[config.mk]
export PLATFORM = sky130hd
export DESIGN_NAME = bitty_fetch_ctrl
export DESIGN_NICKNAME = d
export VERILOG_FILES = /design/src/rtl/bitty_fetch_ctrl.sv
export SDC_FILE = /design/constraint.sdc
export NUM_CORES = 1
export LEC_CHECK = 0
export BUFFER_PORTS_ARGS = -buffer_cell sky130_fd_sc_hd__buf_2
export CAP_MARGIN = 10
export CORE_MARGIN = 3
export CORE_UTILIZATION = 30
export DETAILED_ROUTE_END_ITERATION = 7
export GPL_ROUTABILITY_DRIVEN = 1
export SETUP_SLACK_MARGIN = 0.3
export SKIP_CTS_REPAIR_TIMING = 1
export SYNTH_ARGS = -nofsm -noshare
export SYNTH_HDL_FRONTEND = slang
export SYNTH_SLANG_ARGS = --single-unit
[constraint.sdc]
create_clock -name clk -period 2.6 [get_ports clk]
set_input_delay 0.39 -clock clk [delete_from_list [all_inputs] [get_ports clk]]
set_output_delay 0.39 -clock clk [all_outputs]
set_load 0.02 [all_outputs]
[src/rtl/bitty_fetch_ctrl.sv]
// bitty_fetch_ctrl: runs a short program on the bitty core.
// The controller fetches each instruction from a synchronous-read instruction
// memory and holds it on core_instr with core_run high until the core reports
// done. A watchdog bounds each instruction, and abort cancels the run.
// All outputs are registered.
module bitty_fetch_ctrl #(
  parameter int ADDR_W   = 8,
  parameter int MIN_EXEC = 3,
  parameter int TIMEOUT  = 16
) (
  input  logic              clk,
  input  logic              reset,
  input  logic              start,
  input  logic              abort,
  input  logic [ADDR_W:0]   prog_len,
  output logic              mem_rd_en,
  output logic [ADDR_W-1:0] mem_addr,
  input  logic [15:0]       mem_rdata,
  output logic              core_run,
  output logic [15:0]       core_instr,
  input  logic              core_done,
  output logic [ADDR_W-1:0] pc,
  output logic              busy,
  output logic              finished,
  output logic              error
);

  // The counter must be able to hold TIMEOUT itself, because it saturates there.
  localparam int CNT_W = $clog2(TIMEOUT + 1);

  localparam logic [2:0] S_IDLE     = 3'd0;
  localparam logic [2:0] S_FETCH    = 3'd1;
  localparam logic [2:0] S_WAIT_MEM = 3'd2;
  localparam logic [2:0] S_EXEC     = 3'd3;
  localparam logic [2:0] S_NEXT     = 3'd4;
  localparam logic [2:0] S_DONE     = 3'd5;

  logic [2:0]        state;
  logic [ADDR_W:0]   len_q;
  logic [CNT_W-1:0]  exec_cnt;
  logic [ADDR_W:0]   pc_inc;
  logic              exec_complete;
  logic              exec_timeout;

  // Decode EXEC exit conditions and the widened next pc.
  // NOTE: every signal written in always_comb gets a default first, so no latch can be inferred.
  always_comb begin
    pc_inc        = {1'b0, pc} + 1'b1;
    exec_complete = 1'b0;
    exec_timeout  = 1'b0;
    if (state == S_EXEC) begin
      exec_complete = core_done && (exec_cnt >= CNT_W'(MIN_EXEC - 1));
      exec_timeout  = (exec_cnt == CNT_W'(TIMEOUT - 1));
    end
  end

  // Sequencer state, program counter and all registered outputs.
  // NOTE: sequential state uses non-blocking assignments only, so every register samples pre-edge values.
  always_ff @(posedge clk) begin
    if (reset) begin
      state      <= S_IDLE;
      pc         <= '0;
      len_q      <= '0;
      exec_cnt   <= '0;
      core_run   <= 1'b0;
      core_instr <= '0;
      mem_rd_en  <= 1'b0;
      mem_addr   <= '0;
      busy       <= 1'b0;
      finished   <= 1'b0;
      error      <= 1'b0;
    end else begin
      finished <= 1'b0;
      if (abort && state != S_IDLE) begin
        // Abort beats every other transition; pc and error are kept for inspection.
        state     <= S_IDLE;
        core_run  <= 1'b0;
        mem_rd_en <= 1'b0;
        busy      <= 1'b0;
      end else begin
        case (state)
          S_IDLE: begin
            if (start && !abort) begin
              len_q    <= prog_len;
              pc       <= '0;
              mem_addr <= '0;
              error    <= 1'b0;
              busy     <= 1'b1;
              if (prog_len == '0) begin
                state <= S_DONE;
              end else begin
                state     <= S_FETCH;
                mem_rd_en <= 1'b1;
              end
            end
          end
          S_FETCH: begin
            mem_rd_en <= 1'b0;
            state     <= S_WAIT_MEM;
          end
          S_WAIT_MEM: begin
            core_instr <= mem_rdata;
            exec_cnt   <= '0;
            core_run   <= 1'b1;
            state      <= S_EXEC;
          end
          S_EXEC: begin
            if (exec_cnt != CNT_W'(TIMEOUT)) begin
              exec_cnt <= exec_cnt + 1'b1;
            end
            // Completion is checked first so it wins over a same-cycle timeout.
            if (exec_complete) begin
              core_run <= 1'b0;
              state    <= S_NEXT;
            end else if (exec_timeout) begin
              core_run <= 1'b0;
              error    <= 1'b1;
              busy     <= 1'b0;
              state    <= S_IDLE;
            end
          end
          S_NEXT: begin
            // Wide compare lets a full 2^ADDR_W program end without pc wrapping.
            if (pc_inc == len_q) begin
              state <= S_DONE;
            end else begin
              pc        <= pc_inc[ADDR_W-1:0];
              mem_addr  <= pc_inc[ADDR_W-1:0];
              mem_rd_en <= 1'b1;
              state     <= S_FETCH;
            end
          end
          S_DONE: begin
            finished <= 1'b1;
            busy     <= 1'b0;
            state    <= S_IDLE;
          end
          default: begin
            state     <= S_IDLE;
            core_run  <= 1'b0;
            mem_rd_en <= 1'b0;
            busy      <= 1'b0;
          end
        endcase
      end
    end
  end

endmodule

==> results of run 1 <==
[power by group]
part           total, uW  switching [uW]  internal [uW]
Clock                539             255            284
Combinational        232             148           84.1
Sequential           749            16.4            733
Total               1520             419           1100
[stage by stage]
step           setup slack, ns  hold WS, ns  std cells
2_1_floorplan            0.322        0.448        285
3_3_place_gp             0.268        0.439        432
3_5_place_dp             0.156        0.444        432
4_1_cts                  0.140        0.309        440
5_1_grt                  0.328        0.316        444
6_report                 0.392        0.322        444
[cell usage after synthesis, types with 2 or more instances]
cell,number
nor2b_1,3
nand2_1,57
ha_1,5
o311ai_0,6
nor2_1,15
a41oi_1,2
xnor2_1,8
a21oi_1,36
and2_1,2
nand3_1,5
o21ai_0,7
or4_1,5
xor2_1,5
nor3_1,9
o31ai_1,6
buf_2,2
clkbuf_1,10
mux2i_1,2
buf_4,10
a31oi_1,2
o41ai_2,2
nand4_1,5
and3_1,6
dfxtp_1,46
inv_1,8
o211ai_1,3
[metal layers]
layer / track usage, % / vias to the layer above / part of all wire, %
met5: 0 / - / 0
met4: 3.85 / 0 / 1.8
met3: 4.25 / 9 / 7.1
met2: 21.7 / 72 / 46
met1: 16.5 / 987 / 45
li1: - / 1115 / -
[how the worst max path moves through the flow]
| stage | endpoint | slack [ns] | cells past startpoint |
|---|---|---|---|
| 6_report | pc[1] | 0.39 | 8 |
| 3_5_place_dp | pc[2] | 0.16 | 7 |
| 4_1_cts | pc[2] | 0.14 | 7 |
| 3_3_place_gp | pc[5] | 0.27 | 7 |
| 2_1_floorplan | pc[7] | 0.32 | 9 |
| 5_1_grt | pc[1] | 0.33 | 8 |
[flip-flops by register name, indices dropped and copies added, names as in the netlist]
| signal | flops |
|---|---|
| error | 1 |
| busy | 1 |
| mem_rd_en | 1 |
| state | 3 |
| pc | 8 |
| len_q | 9 |
| core_instr | 16 |
| exec_cnt | 5 |
| core_run | 1 |
| finished | 1 |
[cells by family (layout without fill, tap and decap cells)]
kind of cell	after synthesis	in the layout
and+or+nand+nor	119	119
AOI/OAI and AO/OA	69	69
DFF	46	46
buffers and inverters	31	91
xor gates and xnor gates	13	13
adders and majority gates	5	5
muxes	2	2
[cell type report]
| cell class | count | area, um2 |
|---|---|---|
| Clock inverter | 3 | 40.0 |
| Clock buffer | 5 | 68.8 |
| Tap cell | 99 | 124 |
| Fill cell | 780 | 4510 |
| Multi-Input combinational cell | 208 | 1270 |
| Sequential cell | 46 | 932 |
| Inverter | 8 | 30.0 |
| Timing Repair Buffer | 75 | 398 |
[worst min-delay path, stage by stage]
cell and delay [ns]:
buf_2 0.09, nand2_1 0.04, a21oi_1 0.05
==> flow_summary.toml, run 1 <==
[power]
total_power_uw = 1520
vdd_drop_max_mv = 0.301
power_density_nw_per_um2 = 532
p_leak_uw = 0.00116

[min_path]
min_to = "core_instr[2]"
hold_depth = 3
hp-class = "input port to flop"
worstHoldStart = "mem_rdata[2]"

[die]
start_util_pct = 31.3
die_w_um = 93.7
die_y_um = 93.7
fp.dieArea_um2 = 8780
rows = 31
io_pins = 67
core_um2 = 7370

[setup_path]
crit_chain = "ha_4, and3b_1, or3_4, a31oi_4, nor4_4, buf_4, or4_1, a21oi_2"
critPathArrivalTime_ns = 2.43
worst-path-buf-inv = 1
r2r-end = "pc[1]"
cpLargestDelayFamily = "simple AND/OR/NAND/NOR gates"
timing.rr.start = "pc[1]"
crit_type = "flop to flop"
worstPathRequired_ns = 2.83
r2r_cells = 8
worst_path_max_delay_cell = "or4_1"
startpoint_type = "flop"
critical_path.startpoint = "pc[1]"
critPathCaptureType = "flop"
max_stage_delay_ns = 0.48
cp_max_fo = 8
r2r_slack_ns = 0.39

[logic_synthesis]
synth_warnings = 0
synth_seq_cells = 46
muxShareOfSynthArea_pct = 0.868
synth_nets = 320
ys_seq_area_share_pct = 39.9
synth_fa_ha_area_share_pct = 2.71
ys_types = 44
synth_area_leaders = "dfxtp_1 (40%), nand2_1 (9.3%), a21oi_1 (7.8%)"
synth-simple-area-share_pct = 25.5
syn_area_um2 = 2310
async_flop_share_pct = 0
synth-compound-area-share_pct = 19.3
synth_xor_area_share_pct = 4.93
synth-edff-count = 0
synth.largest_area_cell = "dfxtp_1"
synthFlopType = "dfxtp_1"
synth_area_per_cell_um2 = 8.10
yosys.area.top_type_share_pct = 39.9
syn-instance-count = 285
synth_top_family_by_area = "simple AND/OR/NAND/NOR gates"

[finish]
utilization_pct = 38.8
final_cell_mix = "buf_2 (66), nand2_1 (57), dfxtp_1 (41), a21oi_1 (35), nor2_1 (15)"
synthToLayoutAreaGrowth_pct = 23.9
finalNetCount = 379
drive_above_1_share_pct = 29.6
final_common_cell = "buf_2"
stdcell_area_um2 = 2860
num_antenna_cells = 0

[timing]
tightest_slew_ns = 0.668
final.min_clock_period_ns = 2.21
maxSlewViolCount = 0
setup_violations = 0
final_hold_viol_count = 0
timing.clock.skew_ns = 0.00534
timing.final.crit_share_pct = 84.9
maxSlewHeadroom_pct = 55.4
setup_tns_ns = 0
grt_setup_unrepaired = "no"
fmax_mhz = 453

[clock_network]
cts_sinks = 46
clk_pin_slew_ns = 0.09
cts-root-buf = "clkbuf_8"
h-tree-depth = 2
clock_path_buffers = 2
insertion_delay_ns = 0.30
cts_buffers = 5
cts_tree = "yes"

[detailed_routing]
first_iter_violations = 70
wirelength_mm = 5.76
wl_per_cell_um = 13.0
postRouteAntennaNets = 0
via_count = 2183
dr.pass1.iters = 4
vias_per_cell = 4.92
drc_errors = 0

[place]
gp_congestion = 0.817
hpwl_mm = 4.14
dpl_cell_area_um2 = 2680
portBuffers = 66

[grt]
grtUsageTotal_pct = 13.2
antenna_found_initial = 0
grt_max_degree = 36
grt_overflow_total = 0
grt_pass1_wl_mm = 9.41
grt_pass1_vias = 2077

[outcome]
status = "complete, no violations"

[run]
drv_cap = 0
Note: power is estimated with default switching activity, not from simulation.
==> inputs of run 2 (changes only) <==
==> constraint.sdc (replaced) <==
create_clock -name clk -period 2.1 [get_ports clk]
set_input_delay 0.315 -clock clk [delete_from_list [all_inputs] [get_ports clk]]
set_output_delay 0.315 -clock clk [all_outputs]
set_load 0.02 [all_outputs]
==> run 2 against run 1 <==
  * The flow now finishes with violations (setup timing)
  * Total power rose by 20%
  * Critical path depth fell by 1
  * Count of clock-buffer cells in the layout rose by 2
  * Non-clock buffer count rose by 15
  * Sequential power rose by 24%
  * Sequential share of layout area fell by 1.6 points
  * Utilization rose by 2.1 points
  * Via count rose by 4.5%
  * First-iteration DRC count rose by 31%
  * Global-route usage rose by 0.63 points
  * Critical path type unchanged
  * Critical endpoint is now pc[3]
  * Highest routed layer unchanged
==> flow_summary.toml, run 2 (same netlist as run 1, synthesis figures left out) <==
[outcome]
status = "finished with violations"
violations = "setup timing"

[timing]
fmax_mhz = 453
maxSlewViolCount = 0
setup_ws_ns = -0.108
final.min_clock_period_ns = 2.21
setup_violations = 10
tightest_slew_ns = 0.652
final_hold_viol_count = 0
timing.final.crit_share_pct = 105
timing.clock.skew_ns = 0.00427
maxSlewHeadroom_pct = 56.2
setup_tns_ns = -0.776
grt_setup_unrepaired = "yes"

[detailed_routing]
first_iter_violations = 92
postRouteAntennaNets = 0
drc_errors = 0
dr.pass1.iters = 4
wirelength_mm = 6.24
via_count = 2282
wl_per_cell_um = 13.6
vias_per_cell = 4.97

[finish]
finalNetCount = 394
regArea_um2 = 933
multi_input_area_um2 = 1320
reg_top3 = "core_instr: 16 flops, len_q: 9 flops, pc: 8 flops"
fill_cells = 791
final_common_cell = "buf_2"
utilization_pct = 40.9
largest_reg_flops = 16
synthToLayoutAreaGrowth_pct = 30.7
drive_above_1_share_pct = 35.8
largest_register = "core_instr"
num_antenna_cells = 0
final_cell_mix = "buf_2 (66), nand2_1 (57), dfxtp_1 (40), a21oi_1 (33), buf_4 (23)"

[place]
portBuffers = 66
gp_congestion = 0.792
hpwl_mm = 4.46

[setup_path]
cp_max_fo = 6
crit_type = "flop to flop"
critical_path.startpoint = "pc[1]"
timing.rr.start = "pc[1]"
critPathArrivalTime_ns = 2.43
worstPathRequired_ns = 2.32
startpoint_type = "flop"
r2r_cells = 7
crit_path_end = "pc[3]"
r2r-end = "pc[3]"
critPathCaptureType = "flop"
r2r_slack_ns = -0.11

[power]
pwr-share-clk_pct = 31.4
p_int_uw = 1300
p_leak_uw = 0.00124
comb_power_share_pct = 17.5
seq_power_share_pct = 51.1
swShare_pct = 28.6
switching_power_uw = 519
vdd_drop_max_mv = 0.267
power_density_nw_per_um2 = 602

[run]
drv_cap = 0

[grt]
grtUsageTotal_pct = 13.8
antenna_found_initial = 0
grt_overflow_total = 0
grt_pass1_vias = 2093
grt_pass1_wl_mm = 9.84
grt_max_degree = 22

[die]
fp.dieArea_um2 = 8780
start_util_pct = 31.3
die_w_um = 93.7
rows = 31
core_um2 = 7370
die_y_um = 93.7
io_pins = 67

[min_path]
hold_depth = 3
hp-class = "input port to flop"

[clock_network]
cts_sinks = 46
insertion_delay_ns = 0.30
cts-root-buf = "clkbuf_8"
clk_pin_slew_ns = 0.09
clock_path_buffers = 2
cts_tree = "yes"
cts_buffers = 5
h-tree-depth = 2
==> run 2: cell count changes in the layout (fill, tap and decap cells not counted), moves of 2 or more <==
cell,before,now
buf_4,9,23
a21oi_2,1,3
o31ai_2,0,3
or4_1,4,2
a21oi_1,35,33
o31ai_1,6,3
or4_4,1,3
==> run 2: layer usage <==
metal  part of all wire (%)  vias up  track usage [%]
li1                       -     1141                -
met1                     44     1050             17.7
met2                     47       82             22.5
met3                    7.6        9             4.25
met4                    1.3        0             3.73
met5                      0        -                0
==> run 2: power by group through the flow <==
stage | Clock, uW | Sequential [uW] | Combinational, uW
CTS | 587 | 929 | 304
global route | 619 | 933 | 355
global placement | 0 | 948 | 300
detailed placement | 0 | 949 | 303
finish | 570 | 929 | 317
floorplan | 0 | 976 | 160
==> run 2: through the flow <==
| stage | area (um2) | hold WS [ns] | std cells | setup WS, ns | power (uW) |
|---|---|---|---|---|---|
| 3_3_place_gp | 2840 | 0.439 | 450 | -0.124 | 1250 |
| 2_1_floorplan | 2360 | 0.448 | 285 | -0.0854 | 1140 |
| 5_1_grt | 3020 | 0.251 | 459 | -0.204 | 1910 |
| 6_report | 3020 | 0.242 | 459 | -0.108 | 1820 |
| 3_5_place_dp | 2840 | 0.447 | 450 | -0.201 | 1250 |
| 4_1_cts | 2940 | 0.234 | 458 | -0.220 | 1820 |
==> run 2: how the worst min path moves through the flow <==
stage	start	endpoint	slack, ns
finish	mem_rdata[4]	core_instr[4]	0.24
global route	mem_rdata[5]	core_instr[5]	0.25
CTS	mem_rdata[2]	core_instr[2]	0.23
detailed placement	core_instr[0]	core_instr[0]	0.45
global placement	core_instr[6]	core_instr[6]	0.44
floorplan	len_q[6]	len_q[6]	0.45
==> run 2: final cells by class <==
type / instances / area share (%)
clock buffers: 7 / 2.86
clock inverters: 1 / 0.166
inverters: 8 / 0.996
multi-input cells: 208 / 43.9
flip-flops and latches: 46 / 31.0
well taps: 99 / 4.11
repair buffers: 90 / 17.1
==> run 2: worst max-delay path, stage by stage, from the launching register on <==
cell	delay [ns]
dfxtp_4	0.36
ha_4	0.17
and3b_1	0.17
or3_4	0.39
a31oi_4	0.17
nor4_4	0.07
or4_4	0.56
o31ai_2	0.23
==> inputs of run 3 (changes only) <==
--- a/config.mk
+++ b/config.mk
@@ -5,6 +5,7 @@
 export SDC_FILE = /design/constraint.sdc
 export NUM_CORES = 1
 export LEC_CHECK = 0
+export ABC_AREA = 1
 export BUFFER_PORTS_ARGS = -buffer_cell sky130_fd_sc_hd__buf_2
 export CAP_MARGIN = 10
 export CORE_MARGIN = 3
==> run 3 against run 2 <==
  * The run now ends clean
  * Clock skew increased by 0.0039 ns
  * Synthesized area increased by 3.1%
  * Critical path depth increased by 5
  * Utilization increased by 0.083 points
  * Cell count increased by 11%
==> flow_summary.toml, run 3 <==
[logic_synthesis]
synth_area_per_cell_um2 = 6.94
synthFlopType = "dfxtp_1"
synth-simple-area-share_pct = 34.9
ys_types = 28
synth-edff-count = 0
synth_xor_area_share_pct = 0.736
syn_area_um2 = 2380
synth_top_family_by_area = "simple AND/OR/NAND/NOR gates"
muxShareOfSynthArea_pct = 0
synth-compound-area-share_pct = 12.0
synth_seq_cells = 46
post-synth-top-count-cell = "nor2_1"
synth_area_leaders = "dfxtp_1 (39%), nor2_1 (11%), nand2_1 (8.4%)"
syn-instance-count = 343
synth_warnings = 0
yosys.area.top_type_share_pct = 38.7
synth_nets = 378
synth_fa_ha_area_share_pct = 2.63
ys_seq_area_share_pct = 38.7
async_flop_share_pct = 0
synth_common_cells = "nor2_1 (72), nand2_1 (53), dfxtp_1 (46)"
synth.largest_area_cell = "dfxtp_1"

[timing]
timing.final.crit_share_pct = 83.4
fmax_mhz = 571
setup_tns_ns = 0
setup_violations = 0
maxSlewHeadroom_pct = 69.9
final_hold_viol_count = 0
maxSlewViolCount = 0
grt_setup_unrepaired = "yes"
timing.clock.skew_ns = 0.00818
setup_ws_ns = 0.348
tightest_slew_ns = 0.448
final.min_clock_period_ns = 1.75

[finish]
largest_reg_flops = 16
fill_cells = 780
synthToLayoutAreaGrowth_pct = 29.0
num_antenna_cells = 0
drive_above_1_share_pct = 35.7
final_cell_mix = "nor2_1 (70), buf_2 (66), nand2_1 (43), dfxtp_1 (40), inv_1 (30)"
final_common_cell = "nor2_1"
utilization_pct = 41.0
reg_top3 = "core_instr: 16 flops, len_q: 9 flops, pc: 8 flops"
finalNetCount = 446
largest_register = "core_instr"

[run]
drv_cap = 0

[die]
die_y_um = 95.1
core_um2 = 7490
fp.dieArea_um2 = 9040
start_util_pct = 31.8
io_pins = 67
rows = 31
die_w_um = 95.1

[setup_path]
cpLargestDelayFamily = "simple AND/OR/NAND/NOR gates"
critPathCaptureType = "flop"
worst-path-buf-inv = 0
crit_type = "flop to flop"
startpoint_type = "flop"
crit_chain = "ha_4, nand2_1, nand2_1, nand3_2, nor2_1, nand3_1, nor2_2, nand3_4, nand2_8, nand2_1, nand2_1, nor2_2"
worst_path_max_delay_cell = "dfxtp_4"
path_common_cell = "nand2_1"
max_stage_delay_ns = 0.38
cp_max_fo = 8
critPathArrivalTime_ns = 1.96
worstPathRequired_ns = 2.31

[place]
gp_congestion = 0.803
hpwl_mm = 4.31
post-place-ws_ns = 0.171
portBuffers = 66

[grt]
grtUsageTotal_pct = 13.4
grt_pass1_vias = 2119
grt_busiest_layer = "met2"
grt_overflow_total = 0
grt_use_met1_pct = 17.1
grt_pass1_wl_mm = 9.55
grt_util_met2_pct = 21.4
met3_usage_pct = 4.10
grt_max_degree = 19
antenna_found_initial = 0

[clock_network]
cts_buffers = 5
cts_tree = "yes"
clock_path_buffers = 2
h-tree-depth = 2
clk_pin_slew_ns = 0.09
cts-root-buf = "clkbuf_8"
cts_sinks = 46
insertion_delay_ns = 0.31

[detailed_routing]
dr.pass1.iters = 4
first_iter_violations = 122
wirelength_mm = 5.86
vias_per_cell = 4.58
via_count = 2338
postRouteAntennaNets = 0
drc_errors = 0
wl_per_cell_um = 11.5

[power]
p_leak_uw = 0.00145
power_density_nw_per_um2 = 1030
vdd_drop_max_mv = 0.344

[outcome]
status = "complete, no violations"

[min_path]
hp-class = "input port to flop"
==> run 3: area by class of cell <==
class,count,area [um2],area share (%)
sequential,46,938,30.6
clock inverter,3,45.0,1.47
tap,99,124,4.04
timing repair buffer,75,402,13.1
clock buffer,5,68.8,2.24
multi-input combinational,240,1320,43.0
inverter,43,170,5.54
==> run 3: final timing paths <==
path	cells after the start	start	slack, ns	end
min reg2reg	2	error	0.47	error
max reg2reg	12	pc[0]	0.35	pc[2]
max	12	pc[0]	0.35	pc[2]
min	3	mem_rdata[6]	0.23	core_instr[6]
==> run 3: worst reg2reg max path, cell delays in order (launching register included) <==
cell	delay, ns
dfxtp_4	0.38
ha_4	0.28
nand2_1	0.05
nand2_1	0.06
nand3_2	0.07
nor2_1	0.09
nand3_1	0.08
nor2_2	0.15
nand3_4	0.18
nand2_8	0.16
nand2_1	0.06
nand2_1	0.07
nor2_2	0.03
==> run 3: per-stage QoR <==
stage	total power [uW]	hold WS, ns	cell area, um2	std cells
floorplan	2110	0.386	2380	343
global placement	2320	0.464	2760	496
detailed placement	2330	0.468	2760	496
CTS	3020	0.220	2870	504
global route	3420	0.218	3070	511
finish	3160	0.227	3070	511
==> run 3: kinds of logic after synthesis <==
group           after synthesis
simple gates                178
buf+inv                      58
compound gates               54
flops                        46
fa+ha+maj                     5
xor+xnor                      2
==> run 3: layer usage <==
metal  share of wire, %  routed length [um]
met2                 47                2760
met1                 45                2650
met4                1.2                  73
met3                6.5                 383
met5                  0                   0
==> run 3: report_power, final <==
part	internal, uW	leakage (uW)	switching (uW)	total [uW]
registers	1050	0.000380	137	1180
logic	463	0.00102	833	1300
clock network	354	0.0000504	325	680
total	1860	0.00145	1300	3160
